### src/rtl/fft_pkg.sv
// Shared FFT datapath definitions: widths, phase codes, complex word type and
// the sign-extend / saturate helpers used by every butterfly stage.
package fft_pkg;

   localparam int DATA_W  = 14;
   localparam int TW_W    = 8;
   localparam int TW_FRAC = 6;
   localparam int FULL_W  = DATA_W + TW_W + 1;

   localparam logic [1:0] IDLE    = 2'b00;
   localparam logic [1:0] FIRST   = 2'b01;
   localparam logic [1:0] SECOND  = 2'b10;
   localparam logic [1:0] WAITING = 2'b11;

   localparam logic signed [FULL_W-1:0] SAT_MAX = FULL_W'((1 <<< (DATA_W - 1)) - 1);
   localparam logic signed [FULL_W-1:0] SAT_MIN = -FULL_W'(1 <<< (DATA_W - 1));

   typedef struct packed {
      logic signed [DATA_W-1:0] re;
      logic signed [DATA_W-1:0] im;
   } cplx_t;

   function automatic logic signed [FULL_W-1:0] sext(input logic signed [DATA_W-1:0] x);
      return {{(FULL_W - DATA_W){x[DATA_W-1]}}, x};
   endfunction

   function automatic logic signed [DATA_W-1:0] sat_data(input logic signed [FULL_W-1:0] x);
      if (x > SAT_MAX) return SAT_MAX[DATA_W-1:0];
      if (x < SAT_MIN) return SAT_MIN[DATA_W-1:0];
      return x[DATA_W-1:0];
   endfunction

endpackage

### src/rtl/bf_sdf8_if.sv
// Sample/phase/twiddle bus between the stage-2 controller and the butterfly,
// plus the result bus toward the stage-3 controller.
interface bf_sdf8_if;
   import fft_pkg::*;

   logic                     valid_i;
   logic [1:0]               state;
   logic signed [DATA_W-1:0] data_in_r;
   logic signed [DATA_W-1:0] data_in_i;
   logic signed [TW_W-1:0]   WN_r;
   logic signed [TW_W-1:0]   WN_i;
   logic                     valid_o;
   logic signed [DATA_W-1:0] data_out_r;
   logic signed [DATA_W-1:0] data_out_i;

   modport master (
      output valid_i, state, data_in_r, data_in_i, WN_r, WN_i,
      input  valid_o, data_out_r, data_out_i
   );

   modport slave (
      input  valid_i, state, data_in_r, data_in_i, WN_r, WN_i,
      output valid_o, data_out_r, data_out_i
   );

endinterface

### src/rtl/cmult_sat.sv
// Combinational complex multiply by a Q2.6 twiddle: full-precision products,
// arithmetic right shift by TW_FRAC (floor), then saturation to DATA_W.
module cmult_sat
   import fft_pkg::*;
(
   input  cplx_t                  b,
   input  logic signed [TW_W-1:0] wr,
   input  logic signed [TW_W-1:0] wi,
   output cplx_t                  p
);

   logic signed [FULL_W-1:0] br_x, bi_x, wr_x, wi_x;
   logic signed [FULL_W-1:0] full_r, full_i;

   always_comb begin
      br_x   = sext(b.re);
      bi_x   = sext(b.im);
      wr_x   = {{(FULL_W - TW_W){wr[TW_W-1]}}, wr};
      wi_x   = {{(FULL_W - TW_W){wi[TW_W-1]}}, wi};
      full_r = br_x * wr_x - bi_x * wi_x;
      full_i = br_x * wi_x + bi_x * wr_x;
      p.re   = sat_data(full_r >>> TW_FRAC);
      p.im   = sat_data(full_i >>> TW_FRAC);
   end

endmodule

### src/rtl/bf_sdf8.sv
// Radix-2 SDF butterfly for FFT stage 2: 8-deep feedback register, sum half
// emitted in FIRST, twiddled difference half emitted in SECOND.
module bf_sdf8
   import fft_pkg::*;
#(
   parameter int DEPTH = 8
) (
   input  logic     clk,
   input  logic     rst,
   bf_sdf8_if.slave bus
);

   cplx_t sr_q [DEPTH];
   cplx_t sr_d [DEPTH];
   cplx_t a, b, sum, diff, sr_in, cm;
   cplx_t out_d, out_q;
   logic  valid_d, valid_q;

   cmult_sat u_cmult (
      .b  (b),
      .wr (bus.WN_r),
      .wi (bus.WN_i),
      .p  (cm)
   );

   always_comb begin
      a.re    = bus.data_in_r;
      a.im    = bus.data_in_i;
      b       = sr_q[DEPTH-1];
      sum.re  = sat_data(sext(a.re) + sext(b.re));
      sum.im  = sat_data(sext(a.im) + sext(b.im));
      diff.re = sat_data(sext(b.re) - sext(a.re));
      diff.im = sat_data(sext(b.im) - sext(a.im));

      // FIRST parks the difference for the SECOND pass; other phases load raw samples
      sr_in = (bus.state == FIRST) ? diff : a;

      sr_d = sr_q;
      if (bus.state != IDLE) begin
         sr_d[0] = sr_in;
         for (int i = 1; i < DEPTH; i++) sr_d[i] = sr_q[i-1];
      end

      case (bus.state)
         FIRST:   out_d = sum;
         SECOND:  out_d = cm;
         default: out_d = '0;
      endcase

      valid_d = bus.valid_i && ((bus.state == FIRST) || (bus.state == SECOND));
   end

   always_ff @(posedge clk) begin
      if (!rst) begin
         valid_q <= 1'b0;
         out_q   <= '0;
         for (int i = 0; i < DEPTH; i++) sr_q[i] <= '0;
      end else begin
         valid_q <= valid_d;
         out_q   <= out_d;
         sr_q    <= sr_d;
      end
   end

   assign bus.valid_o    = valid_q;
   assign bus.data_out_r = out_q.re;
   assign bus.data_out_i = out_q.im;

endmodule
### src/flat_wrapper.sv
// flat-port wrapper written by rule: the top's interface ports become plain ports
module bf_sdf8_flat import fft_pkg::*;
#(
   parameter int DEPTH = 8
)
  (clk, rst, bus_valid_i, bus_state, bus_data_in_r, bus_data_in_i, bus_WN_r, bus_WN_i, bus_valid_o, bus_data_out_r, bus_data_out_i);
  bf_sdf8_if bus_i ();
  input  logic clk;
  input  logic rst;
  input wire logic [$bits(bus_i.valid_i)-1:0] bus_valid_i;
  input wire logic [$bits(bus_i.state)-1:0] bus_state;
  input wire logic [$bits(bus_i.data_in_r)-1:0] bus_data_in_r;
  input wire logic [$bits(bus_i.data_in_i)-1:0] bus_data_in_i;
  input wire logic [$bits(bus_i.WN_r)-1:0] bus_WN_r;
  input wire logic [$bits(bus_i.WN_i)-1:0] bus_WN_i;
  output wire logic [$bits(bus_i.valid_o)-1:0] bus_valid_o;
  output wire logic [$bits(bus_i.data_out_r)-1:0] bus_data_out_r;
  output wire logic [$bits(bus_i.data_out_i)-1:0] bus_data_out_i;
  assign bus_i.valid_i = bus_valid_i;
  assign bus_i.state = bus_state;
  assign bus_i.data_in_r = bus_data_in_r;
  assign bus_i.data_in_i = bus_data_in_i;
  assign bus_i.WN_r = bus_WN_r;
  assign bus_i.WN_i = bus_WN_i;
  assign bus_valid_o = bus_i.valid_o;
  assign bus_data_out_r = bus_i.data_out_r;
  assign bus_data_out_i = bus_i.data_out_i;
  bf_sdf8 #(.DEPTH(DEPTH)) u_core (.clk(clk), .rst(rst), .bus(bus_i));
endmodule
### config.mk
export PLATFORM = sky130hd
export DESIGN_NAME = bf_sdf8_flat
export DESIGN_NICKNAME = d
export VERILOG_FILES = /design/src/rtl/fft_pkg.sv /design/src/rtl/bf_sdf8_if.sv /design/src/rtl/cmult_sat.sv /design/src/rtl/bf_sdf8.sv /design/src/flat_wrapper.sv
export SDC_FILE = /design/constraint.sdc
export NUM_CORES = 2
export LEC_CHECK = 0
export CAP_MARGIN = 20
export CORE_ASPECT_RATIO = 0.8
export CORE_MARGIN = 4
export CORE_UTILIZATION = 45
export DETAILED_ROUTE_END_ITERATION = 8
export HOLD_SLACK_MARGIN = 0.08
export SYNTH_ARGS = -nofsm -noshare
export SYNTH_HDL_FRONTEND = slang
export SYNTH_HIERARCHICAL = 1
export SYNTH_SLANG_ARGS = --single-unit
### constraint.sdc
create_clock -name clk -period 7.06 [get_ports clk]
set_input_delay 1.059 -clock clk [delete_from_list [all_inputs] [get_ports clk]]
set_output_delay 1.059 -clock clk [all_outputs]
set_load 0.005 [all_outputs]
# Word level (Yosys, flattened, before mapping)
# Cells that the tools add are included.
[op_classes]
n_mux = 44
multipliers = 4
eq_ne = 2
n_reduce_logical = 3
n_addsub = 6
magnitude_cmp = 12
[ops]
columns = ["op", "n"]
rows = [
  ["2-to-1 mux 14 bit", 24],
  ["greater-than comparator 23 x 14 -> 1 bit, second input constant", 4],
  ["less-than comparator 23 x 14 -> 1 bit, second input constant", 4],
  ["multiplier 14 x 8 -> 22 bit", 4],
  ["case mux 28 bit (2 select lines)", 1],
  ["greater-than comparator 17 x 14 -> 1 bit, second input constant", 2],
  ["less-than comparator 17 x 14 -> 1 bit, second input constant", 2],
  ["adder 14 x 14 -> 15 bit", 2],
  ["subtractor 14 x 14 -> 15 bit", 2],
  ["2-to-1 mux 28 bit", 1],
  ["adder 22 x 22 -> 23 bit", 1],
  ["subtractor 22 x 22 -> 23 bit", 1],
  ["2-to-1 mux 1 bit", 18],
  ["== test 2 x 1 -> 1 bit, second input constant", 1],
  ["== test 2 bit, second input constant", 1],
  ["nonzero test 2 bit", 1],
  ["logical AND 1 bit", 1],
  ["logical OR 1 bit", 1],
]
[totals]
wordCells = 90
regBits = 253
inputBits = 49
output_inout_bits = 29

# Longest topological paths before layout
[logic_depth]
ltp_word = 8
mapped_depth = 27

# Cells and area by module
# Netlist, hierarchy kept.
[modules_own_cells]
columns = ["mod", "cells_each", "n_inst", "area_per_inst_um2", "seq_area_each_um2"]
rows = [
  ["cmult_sat", 1856, 1, 16736.1, 0.0],
  ["bf_sdf8", 1248, 1, 12167.9, 5064.9],
]

# Least setup slack after synthesis
# No wires, ideal clock.
[synth_path]
path_kind = "input-to-reg"
from = "input bus_WN_i[1]"
to = "register u_core.out_q (netlist bit u_core/bus.data_out_i[3])"
setup_time_ns = 0.122
path_buffers = 3
arrival_time_ns = 7.176
stages = 25
path_slack_ns = -0.238
cell_sequence = "clkbuf_1 clkbuf_1 nand2_1 fa_1 inv_1 fa_1 inv_1 fa_1 inv_1 fa_1 fa_1 inv_1 fa_1 inv_1 ha_1 a21o_1 a31oi_1 o21ai_0 or3_1 o21ai_1 mux2i_1 o211ai_1 buf_2 a21o_1 a221o_1"
[synth_rtl]
columns = ["item", "line_no", "rtl"]
rows = [
  ["from (decl)", "flat_wrapper.sv:15", "input wire logic [$bits(bus_i.WN_i)-1:0] bus_WN_i;"],
  ["to (signal assigned)", "bf_sdf8.sv:60", "out_q <= out_d;"],
  ["to (decl)", "bf_sdf8.sv:16", "cplx_t out_d, out_q;"],
]

==> results.txt <==
Tmin final - 6880 ps
Place WS - -788 ps
P_leak - 15.3 nW
First DRT Iteration DRCs - 1348
Setup Crit Path Kind - input pin to flop
Antenna violations before repair - 0
Critical Path Source Type - input pin
Vias in the first global route - 22720
Clock sinks - 253
Final worst slack - 176 ps
Maximum clock path buffer count - 3
F_max - 0.145 GHz
Cts hold-fix bufs - 0
Final setup viols - 0
Most common cell after layout, fill and taps aside - inv_1
Yosys warnings - 6
Total GRT Usage - 22.7%
Ports - 78
Worst path slowest cell - fa_1
CP max FO - 7
Status - finished, final reports clean
Final period util - 97.5%
Die W - 291 um
H-tree levels - 1
Cell Area, Synth - 0.0289 sq mm
Final hold slack - 466 ps
Placement row count - 82
GRT Residual Overflow - 0
Routed len/inst - 18.6 um
Hold Path Class - flop to flop
Rel. slew slack - 32.3%
CTS Root Cell - clkbuf_16
Finished Core Util - 53.7%
Finished Layout Cells - 4164
Max-Cap Viols - 0
Peak VDD IR - 0.155 mV
Starting Density - 45.8%
Gate Count Post-Synth - 3104
Fin. Hold Viols - 0
Total CTS buffers - 23
Routability cong. - 0.911
Drt drc - 0
Slew Viols, Final - 0
Yosys cell types - 88
Sequential-to-total area share from yosys stat - 17.5%
Syn_nets - 3796
Largest net degree at the start of global routing - 145
Power per cell area - 139 mW/mm^2
Post-route ant nets - 0
Worst-Margin Slew - 1020 ps
Slowest stage delay, CP - 550 ps
Clock Pin Slew Worst Setup and Hold Paths - 70 ps
Mean Syn Cell Area - 9.31 sq um
Most frequent cells in the layout - inv_1, fa_1, dfxtp_1
Height of the chip - 235 um
Worst path required time - 7480 ps
Clk_lat worst skew - 540 ps
Post-DP HPWL - 60500 um
Asr flop ratio synth - 0%
First-pass GRT wire length - 125000 um
Layout cell share with drive strength beyond 1 - 14.1%
CP endpoint kind - flop
Synth Flop Type - dfxtp_1
CORE AREA - 0.0631 sq mm
Worst Path Arrival - 7300 ps
Power, Total - 4.72 mW
EDFF count, synth - 0
Routed wire length - 77500 um
Placed Cells - 4076
Vias per cell - 5.10
Worst path most repeated cell - fa_1
Vias - 21232
Final nets - 4000
Die ar. - 0.0684 sq mm
DR pass1 iterations - 5
CTS tree - done
Area Growth Syn to Fin - 17.2%
Port bufs - 77
Max Clock Skew - 22.3 ps
#FFs+latches synth - 253
==> worst max-delay path: cells and delay by family <==
family / cells / cell delay, ps
adders and majority gates: 7 / 3270
and+or+nand+nor: 4 / 820
buffers and inverters: 8 / 950
AOI/OAI and AO/OA: 6 / 1190
==> power breakdown <==
| group | leakage [nW] | switching [mW] | internal (mW) |
|---|---|---|---|
| registers | 2.06 | 0.0266 | 1.48 |
| clock network | 0.388 | 0.575 | 0.733 |
| logic | 12.9 | 0.973 | 0.931 |
==> timing repair <==
item / in CTS / in global routing
cloned: 8 / 3
resized for setup: 76 / 119
setup endpoints to repair: 26 / 27
setup buffers: 19 / 16
pin swaps: 37 / 84
==> kinds of logic (layout without fill, tap and decap cells) <==
| group | count (synthesis) | after routing | synth area share, % |
|---|---|---|---|
| other | 0 | 1 | 0 |
| xor gates and xnor gates | 86 | 86 | 2.63 |
| DFF | 253 | 253 | 17.5 |
| muxes | 202 | 202 | 7.00 |
| AOI/OAI and AO/OA | 329 | 330 | 8.21 |
| and+or+nand+nor | 856 | 856 | 15.4 |
| buffers and inverters | 734 | 952 | 9.73 |
| adders and majority gates | 644 | 644 | 39.5 |
==> sequential cells by signal, summed over array words and instances, names as in the netlist <==
register,flops
u_core/bus.data_out_r,14
u_core/b,28
u_core/sr_q,196
u_core/bus.valid_o,1
u_core/bus.data_out_i,14
==> path summary, 6_finish.rpt <==
check / depth (start not counted) / slack (ps) / start / endpoint
worst max-delay path: 25 / 180 / bus_WN_i[4] / u_core/bus.data_out_i[12]$_SDFF_PN0_
worst min-delay path: 2 / 470 / u_core/sr_q[219]$_SDFFE_PN0P_ / u_core/sr_q[219]$_SDFFE_PN0P_
worst max register to register: 20 / 250 / u_core/b[16]$_SDFFE_PN0P_ / u_core/bus.data_out_i[12]$_SDFF_PN0_
worst min register to register: 2 / 470 / u_core/sr_q[219]$_SDFFE_PN0P_ / u_core/sr_q[219]$_SDFFE_PN0P_
==> final cells by class <==
cell class	count	area (sq um)
diodes	1	2.50
clock buffers	29	648
clock inverters	11	134
fillers	5713	29200
inverters	578	2170
multi-input cells	2118	21500
flip-flops and latches	253	5070
well taps	840	1050
repair buffers	334	3250
==> metrics by stage <==
step,cell area [sq um],setup TNS [ps]
floorplan,29000,0
finish,33900,0
CTS,33400,0
global placement,32000,-16940
detailed placement,32000,-19910
global route,33900,-12.2
==> synth_stat cells, types with 33 or more instances <==
cell type  instances  area share, %
xnor2_1           66            2.0
o21ai_0           37           0.64
nand2b_1          33           0.71
dfxtp_1          253             18
nor2_1           129            1.7
ha_1             194            8.4
nor2b_1          174            3.8
and2_1           215            4.7
clkbuf_1         114            1.5
nand2_1          238            3.1
a21oi_1           90            1.6
fa_1             449             31
inv_1            574            7.5
mux2i_1          202            7.0
==> per-layer routing <==
metal,GRT usage (%),routed length (um),vias to the layer above
met5,0,0,-
met4,3.11,978,0
met3,3.44,5130,82
met2,35.5,34200,602
met1,34.4,37200,10521
li1,-,-,10027
(Power assumes the default switching activity.)
==> RTL edit: new RTL, same flow settings <==
Set the package constant `DATA_W` to 7 (it was 14).
--- a/src/rtl/fft_pkg.sv
+++ b/src/rtl/fft_pkg.sv
@@ -4,3 +4,3 @@
 
-   localparam int DATA_W  = 14;
+   localparam int DATA_W  = 7;
    localparam int TW_W    = 8;
Ports: changed (resized bus_data_in_i, bus_data_in_r, bus_data_out_i and bus_data_out_r); port bits go from 78 to 50. No check against the original RTL was run, so the function may have changed too.
==> RTL edit against the unedited design <==
Highest routed layer unchanged; total power is 56% lower; sequential cell count fell by 126; clock power decreased by 30%; die area shrank 46%; critical endpoint is now u_core/bus.data_out_r[2]$_SDFF_PN0_; worst setup slack improved by 0.077 ns; first-iteration DRC count is 56% lower; synthesized area down 47%; synthesized cell count shrank 47%; design area down 47%; wire length shrank 55%; via count down 48%.
==> RTL edit: results (changes against the unedited design) <==
{| class="wikitable"
! Metric !! Value
|-
| TritonCTS Buffers || 17 (was 23)
|-
| Global routing usage summed across all routing layers || 0.199 (was 0.227)
|-
| Flop-to-flop setup slack || 0.51 ns (was 0.25 ns)
|-
| Global-route wire length before repair || 60,400 microns (was 125,000 microns)
|-
| Data arrival time of the critical path || 7.11 ns (was 7.30 ns)
|-
| Reg2Reg Depth || 21 (was 20)
|-
| Area fraction in compound gates after synthesis || 0.0764 (was 0.0821)
|-
| CTS H-tree lvls || 4 (was 1)
|-
| Clock insertion delay at the later pin of the skew report || 0.41 ns (was 0.54 ns)
|-
| Maximum clock skew at final layout || 0.00826 ns (was 0.0223 ns)
|-
| Area of all placed cells without fillers || 17,900 sq um (was 33,900 sq um)
|-
| Critical path launch point || bus_WN_r[6] (was bus_WN_i[4])
|-
| Static Leak || 8.57 nW (was 15.3 nW)
|-
| Final cell count without fillers || 2,242 (was 4,164)
|-
| Final RePlAce weighted congestion || 0.844 (was 0.911)
|-
| Proportion of synthesized area in mux cells || 0.0649 (was 0.0700)
|-
| Met1 Track Usage GR || 0.297 (was 0.344)
|-
| Worst-path maximum fanout || 8 (was 7)
|-
| Headroom to the max-slew limit || 0.292 (was 0.323)
|-
| Endpoint of the lowest-slack register-to-register path || u_core/bus.data_out_r[2]$_SDFF_PN0_ (was u_core/bus.data_out_i[12]$_SDFF_PN0_)
|-
| Fill cell instance count of the final layout || 3,097 (was 5,713)
|-
| WL met3 || 1140 microns (was 5130 microns)
|-
| Hold path startpoint || u_core/sr_q[65]$_SDFFE_PN0P_ (was u_core/sr_q[219]$_SDFFE_PN0P_)
|-
| Max FFs per register || 98 (was 196)
|-
| Vias in the first global route || 11,700 (was 22,700)
|-
| Met3 usage || 0.0262 (was 0.0344)
|-
| Maximum clock insertion buffer count || 2 (was 3)
|-
| Hold WS || 0.489 ns (was 0.466 ns)
|-
| Longest individual stage delay on the worst path || 0.57 ns (was 0.55 ns)
|-
| Ranking of synthesized cells by instance count || 331 x inv_1, 236 x fa_1, 132 x ha_1 (was 574 x inv_1, 449 x fa_1, 253 x dfxtp_1)
|-
| Share of cells above drive strength 1 || 0.117 (was 0.141)
|-
| Cell area after placement || 17,000 sq um (was 32,000 sq um)
|-
| Post-placement worst setup slack || -0.475 ns (was -0.788 ns)
|-
| Antenna violations before repair || 1 (was 0)
|-
| Met2 track utilization from global routing || 0.318 (was 0.355)
|-
| Total length of routed met2 wires || 16,100 microns (was 34,200 microns)
|-
| Outcome || completed (unchanged)
|-
| Detailed router's first-iteration violation count || 595 (was 1,348)
|-
| FF-to-FF Start || u_core/b[9]$_SDFFE_PN0P_ (was u_core/b[16]$_SDFFE_PN0P_)
|-
| Average wire per standard cell || 15.6 microns (was 18.6 microns)
|-
| Mapped Avg Cell Area || 9.21 sq um (was 9.31 sq um)
|-
| Distinct cell type count after synthesis || 69 (was 88)
|}
==> RTL edit: cell count changes in the layout (fill, tap and decap cells not counted), sizes merged, moves of 123 or more <==
cell,delta
buf,-123
dfxtp,-126
fa,-213
inv,-244
nand2,-135
nor2b,-127
==> RTL edit: final cells by class <==
type / instances / share of cell area
inverters: 333 / 0.0697
clock buffers: 18 / 0.0239
diodes: 1 / 0.000140
multi-input cells: 1134 / 0.638
flip-flops and latches: 127 / 0.142
clock inverters: 14 / 0.0101
well taps: 434 / 0.0303
repair buffers: 181 / 0.0855
==> RTL edit: repair_timing <==
item | in CTS | in global routing
hold buffers | 0 | 0
gates resized for setup | 1 | 52
setup endpoints to repair | 6 | 14
setup buffers | 0 | 6
endpoints found under the hold margin | 0 | 0
pin swaps | 1 | 39
==> RTL edit: worst max path at each step <==
stage	endpoint	slack (ns)	cells past startpoint
floorplan	u_core/bus.data_out_r[5]$_SDFF_PN0_	0.19	20
CTS	u_core/bus.data_out_r[2]$_SDFF_PN0_	0.004	22
global placement	u_core/bus.data_out_i[3]$_SDFF_PN0_	-0.42	25
detailed placement	u_core/bus.data_out_i[3]$_SDFF_PN0_	-0.47	25
finish	u_core/bus.data_out_r[2]$_SDFF_PN0_	0.25	22
global route	u_core/bus.data_out_r[1]$_SDFF_PN0_	-0.03	24
==> RTL edit: worst max-delay path, delay by kind of cell <==
family / cells / cell delay (ns)
AND/OR/NAND/NOR: 2 / 0.14
adder cells (fa/ha/maj): 7 / 3.25
AO/OA/AOI/OAI: 8 / 1.63
XOR/XNOR: 1 / 0.25
buffers and inverters: 4 / 0.79
==> RTL edit: power by group <==
part           internal, mW  switching [mW]
clock network         0.562           0.350
logic                 0.192           0.209
registers             0.739          0.0113
